### config.mk
export PLATFORM = sky130hd
export DESIGN_NAME = activation_feeder
export DESIGN_NICKNAME = d
export VERILOG_FILES = /design/src/rtl/activation_feeder.sv
export SDC_FILE = /design/constraint.sdc
export NUM_CORES = 1
export LEC_CHECK = 0
export ABC_AREA = 0
export CAP_MARGIN = 10
export CORE_ASPECT_RATIO = 0.7
export CORE_MARGIN = 3
export CORE_UTILIZATION = 41
export CTS_CLUSTER_DIAMETER = 40
export DETAILED_ROUTE_END_ITERATION = 10
export GPL_TIMING_DRIVEN = 0
export HOLD_SLACK_MARGIN = 0.02
export PLACE_DENSITY = 0.75
export SLEW_MARGIN = 0
export SYNTH_ARGS = -nofsm -noshare
export SYNTH_HDL_FRONTEND = slang
export SYNTH_SLANG_ARGS = --single-unit
### constraint.sdc
create_clock -name clk -period 3 [get_ports clk]
set_clock_uncertainty 0.1 [all_clocks]
set_input_delay 0.6 -clock clk [delete_from_list [all_inputs] [get_ports clk]]
set_output_delay 0.6 -clock clk [all_outputs]
set_load 0.05 [all_outputs]
### src/rtl/activation_feeder.sv
`default_nettype none
// ---------------------------------------------------------------------------
// activation_feeder : loads weight rows, then streams activation vectors
//                     into a systolic array with per-lane diagonal skew.
// Revision 1.0
// ---------------------------------------------------------------------------
module activation_feeder #(
   parameter int LANES      = 4,
   parameter int DATA_W     = 8,
   parameter int GAP_CYCLES = 2
) (
   input  logic                      clk,
   input  logic                      rst,
   input  logic                      start,
   input  logic                      w_valid,
   output logic                      w_ready,
   input  logic [LANES*DATA_W-1:0]   w_data,
   input  logic                      a_valid,
   output logic                      a_ready,
   input  logic [LANES*DATA_W-1:0]   a_data,
   input  logic                      a_last,
   output logic                      load_weight,
   output logic [LANES*DATA_W-1:0]   activation_out,
   output logic                      busy,
   output logic                      done
);

   localparam int CNT_MAX = (LANES > GAP_CYCLES) ? LANES : GAP_CYCLES;
   localparam int CNT_W   = $clog2(CNT_MAX + 1);
   localparam logic [CNT_W-1:0] ROW_LAST = CNT_W'(LANES - 1);
   localparam logic [CNT_W-1:0] GAP_LAST = CNT_W'((GAP_CYCLES > 0) ? GAP_CYCLES - 1 : 0);
   localparam logic [CNT_W-1:0] DONE_AT  = CNT_W'((LANES >= 2) ? LANES - 2 : 0);

   typedef enum logic [2:0] {
      IDLE   = 3'd0,
      LOAD   = 3'd1,
      GAP    = 3'd2,
      STREAM = 3'd3,
      DRAIN  = 3'd4
   } state_t;

   state_t           state;
   logic [CNT_W-1:0] cnt;
   logic             w_acc;
   logic             a_acc;

   assign w_ready = (state == LOAD);
   assign a_ready = (state == STREAM);
   assign w_acc   = w_ready && w_valid;
   assign a_acc   = a_ready && a_valid;

   // One counter serves rows in LOAD, idle cycles in GAP and flush cycles in DRAIN.
   always_ff @(posedge clk or posedge rst) begin
      if (rst) begin
         state       <= IDLE;
         cnt         <= '0;
         load_weight <= 1'b0;
         busy        <= 1'b0;
         done        <= 1'b0;
      end else begin
         load_weight <= w_acc;
         done        <= 1'b0;
         case (state)
            IDLE: begin
               if (start) begin
                  state <= LOAD;
                  cnt   <= '0;
                  busy  <= 1'b1;
               end
            end
            LOAD: begin
               if (w_acc) begin
                  if (cnt == ROW_LAST) begin
                     cnt   <= '0;
                     state <= (GAP_CYCLES == 0) ? STREAM : GAP;
                  end else begin
                     cnt <= cnt + CNT_W'(1);
                  end
               end
            end
            GAP: begin
               if (cnt == GAP_LAST) begin
                  cnt   <= '0;
                  state <= STREAM;
               end else begin
                  cnt <= cnt + CNT_W'(1);
               end
            end
            STREAM: begin
               if (a_acc && a_last) begin
                  cnt   <= '0;
                  state <= DRAIN;
                  if (LANES == 1) done <= 1'b1;
               end
            end
            DRAIN: begin
               if (LANES >= 2 && cnt == DONE_AT) done <= 1'b1;
               if (cnt == ROW_LAST) begin
                  cnt   <= '0;
                  state <= IDLE;
                  busy  <= 1'b0;
               end else begin
                  cnt <= cnt + CNT_W'(1);
               end
            end
            default: begin
               state <= IDLE;
               busy  <= 1'b0;
            end
         endcase
      end
   end

   genvar k;
   generate
      for (k = 0; k < LANES; k++) begin : g_lane
         logic [DATA_W-1:0] lane_in;
         logic [DATA_W-1:0] tail;
         logic [DATA_W-1:0] lane_q;

         // Unaccepted cycles feed zeros so bubbles travel down the diagonal.
         assign lane_in = a_acc ? a_data[k*DATA_W +: DATA_W] : '0;

         if (k == 0) begin : g_direct
            assign tail = lane_in;
         end else begin : g_skew
            logic [DATA_W-1:0] sr [k];
            always_ff @(posedge clk or posedge rst) begin
               if (rst) begin
                  for (int j = 0; j < k; j++) sr[j] <= '0;
               end else begin
                  sr[0] <= lane_in;
                  for (int j = 1; j < k; j++) sr[j] <= sr[j-1];
               end
            end
            assign tail = sr[k-1];
         end

         always_ff @(posedge clk or posedge rst) begin
            if (rst) begin
               lane_q <= '0;
            end else if (state == LOAD) begin
               lane_q <= w_acc ? w_data[k*DATA_W +: DATA_W] : '0;
            end else begin
               lane_q <= tail;
            end
         end

         assign activation_out[k*DATA_W +: DATA_W] = lane_q;
      end
   endgenerate

endmodule
`default_nettype wire

==> flow_metrics.tcl <==
set metrics [dict create \
    hp-class "reg2reg" \
    gp_congestion 0.7881 \
    nFillCells 623 \
    ys_types 35 \
    syn_area_mm2 0.003219 \
    clk_latency_ns 0.34 \
    dieArea_mm2 0.008968 \
    power.density_mw_per_mm2 803.2 \
    synthAdderAreaFrac_pct 1.943 \
    groute.usage.overall_pct 15.95 \
    crit_start "state[1]" \
    place_ws_ns 0.1916 \
    required_ns 2.30 \
    ys_ff_latch 89 \
    synth.top_cell.area_share_pct 69.18 \
    drtIter0Drc 45 \
    final_area_mm2 0.004641 \
    min_period_over_period_pct 95.67 \
    path_class "reg2out" \
    p_comb_share_pct 39.1 \
    antenna_cells 0 \
    status "complete, no violations" \
    synth_compound_area_share_pct 5.169 \
    dpl_cell_area_mm2 0.004437 \
    fp.dieH_um 80.14 \
    syn-num-nets 342 \
    cts_tree "built" \
    finalSetupViolations 0 \
    synth-simple-area-share_pct 19.08 \
    synthArstFlopShare_pct 100.0 \
    synth_edf_count 0 \
    syn_inst 267 \
    first_global_vias 2352 \
    p_leak_nw 2.221 \
    grt_pass1_wl_um 11190 \
    switchingPower_mw 1.473 \
    antenna_found_initial 0 \
    synth_most_common_cell "dfrtp_1" \
    firstDrtPassIters 6 \
    clock-root-buffer "clkbuf_8" \
    internal_power_mw 2.255 \
    coreArea_mm2 0.007450 \
    grt.overflow.total 0 \
    drv_cap 0 \
    seqPwrFrac_pct 39.3 \
    grt_setup_unrepaired "no" \
    cts.path.max_buffers 2 \
    wl_um 6831 \
    die_x_um 111.9 \
    io_pins 107 \
    yosys_most_used_dff "dfrtp_1" \
    syn2layout_area_growth_pct 44.15 \
    cts_hold_buf 0 \
    swShare_pct 39.51 \
    synth_area_per_cell_um2 12.06 \
    final_nets 460 \
    reg2reg_slack_ns 1.20 \
    end_kind "output port" \
    drc 0 \
    worstMarginPinSlew_ns 0.5771 \
    synthMuxAreaShare_pct 0.6218 \
    clock-sinks 89 \
    hold_viol_final 0 \
    cts.clk_slew.worst_paths_ns 0.10 \
    tns_ns 0 \
    reg2reg_from "state[1]" \
    synthTopCellsByArea "dfrtp_1 (69%), nand2_1 (6.3%), and2_1 (4.9%), nand3_1 (4.0%), a22o_1 (2.2%)" \
    layout_setup_ws_ns 0.1300 \
    port_buffers 105 \
    synth_top_family_by_area "simple AND/OR/NAND/NOR gates" \
    wl_per_cell_um 14.00 \
    fmax_mhz 348.4 \
    rows 26 \
    synth_commonest_cells "dfrtp_1 (89), nand2_1 (54), nand3_1 (26)" \
    drt.antenna.violating_nets 0 \
    synth_xor_area_share_pct 0.5441 \
    drv_slew 0 \
    post_cts_buffers 0 \
    start_util_pct 43.21 \
    ir_drop_v 0.0003540 \
    htree_num_levels 3 \
    cts_buffers 9 \
    vias_per_cell 4.602 \
    synth.largest_area_cell "dfrtp_1" \
    grt_max_degree 46 \
    hold-worst-slack_ns 0.2534 \
    worstPathArrival_ns 2.17 \
    dp_hpwl_um 5170 \
    start_kind "register" \
    critPathMaxFanout 10 \
    layout_min_cycle_time_ns 2.870 \
    hp-start "g_lane[2].g_skew.sr[9]" \
    vias 2246 \
    drive_above_1_share_pct 7.692 \
    relSlewSlack_pct 61.04 \
    clkPwrFrac_pct 21.6 \
    yosysWarningCount 0 \
    yosysSeqAreaShare_pct 69.18 \
]
registers in the layout, indices dropped and copies added (netlist names):
name,flops
g_lane.tail,16
state,3
g_lane.g_skew.sr,32
load_weight,1
cnt,3
busy,1
g_lane.lane_q,32
done,1
path summary, 6_finish.rpt:
kind,depth (start not counted),to
setup / recovery,5,w_ready
hold / removal,0,g_lane[2].tail[1]
setup reg to reg,7,cnt[0]
hold reg to reg,0,g_lane[2].tail[1]
max in group asynchronous,4,g_lane[3].lane_q[4]
min in group asynchronous,2,done
logic make-up (layout without fill, tap and decap cells):
| kind of cell | count (synthesis) | after routing |
|---|---|---|
| buffers and inverters | 24 | 147 |
| adders and majority gates | 5 | 5 |
| muxes | 2 | 2 |
| xor gates and xnor gates | 2 | 2 |
| AOI/OAI and AO/OA | 21 | 21 |
| and+or+nand+nor | 124 | 124 |
| DFF | 89 | 89 |
cells in the final DEF, fill, tap and decap left out, drive strengths merged, types with 3 or more instances in the layout:
cell type / synthesis / final
clkbuf: 10 / 19
nor2: 4 / 4
and2: 26 / 26
nand2: 54 / 54
a22o: 8 / 8
ha: 5 / 5
o21ai: 4 / 4
nor2b: 3 / 3
buf: 6 / 8
inv: 8 / 11
dfrtp: 89 / 89
clkdlybuf4s50: 0 / 104
nand3: 26 / 26
power by group through the flow:
| stage | clock, mW | sequential, mW | combinational (mW) |
|---|---|---|---|
| after floorplan | 0 | 1.88 | 0.566 |
| after global placement | 0 | 1.48 | 1.45 |
| after detailed placement | 0 | 1.49 | 1.48 |
| after CTS | 0.837 | 1.47 | 1.47 |
| after global routing | 0.876 | 1.49 | 1.56 |
| final | 0.805 | 1.46 | 1.46 |
critical path, stage by stage, from the launching register on:
cell and delay (ns):
dfrtp_1 0.42, or3b_1 0.40, buf_6 0.16, inv_4 0.09, buf_2 0.23, clkdlybuf4s15_1 0.53
final cells by class:
type | count | area (µm²) | share of cell area [%]
clock buffer | 9 | 123.9 | 2.669
tap | 98 | 122.6 | 2.642
multi-input combinational | 154 | 880.8 | 18.98
buffer | 16 | 78.83 | 1.699
clock inverter | 7 | 80.08 | 1.726
sequential | 89 | 2227 | 47.99
inverter | 8 | 36.28 | 0.7819
timing repair buffer | 107 | 1091 | 23.51
layer usage:
layer	share of wire [%]	global-route usage [%]
met4	1.7	5.225
met2	48	26.50
met5	0	0
met3	6.1	4.669
met1	44	20.28
timing repair:
item,CTS,global route
cloned,0,0
setup endpoints to repair,1,1
gates resized for setup,1,1
metrics by stage:
stage / total power, mW / cells / utilization (%)
6_report: 3.727 / 488 / 62.29
5_1_grt: 3.928 / 488 / 62.29
4_1_cts: 3.775 / 488 / 62.28
3_5_place_dp: 2.965 / 472 / 59.56
3_3_place_gp: 2.930 / 470 / 59.02
2_1_floorplan: 2.447 / 267 / -
Note: power is estimated with default switching activity, not from simulation.
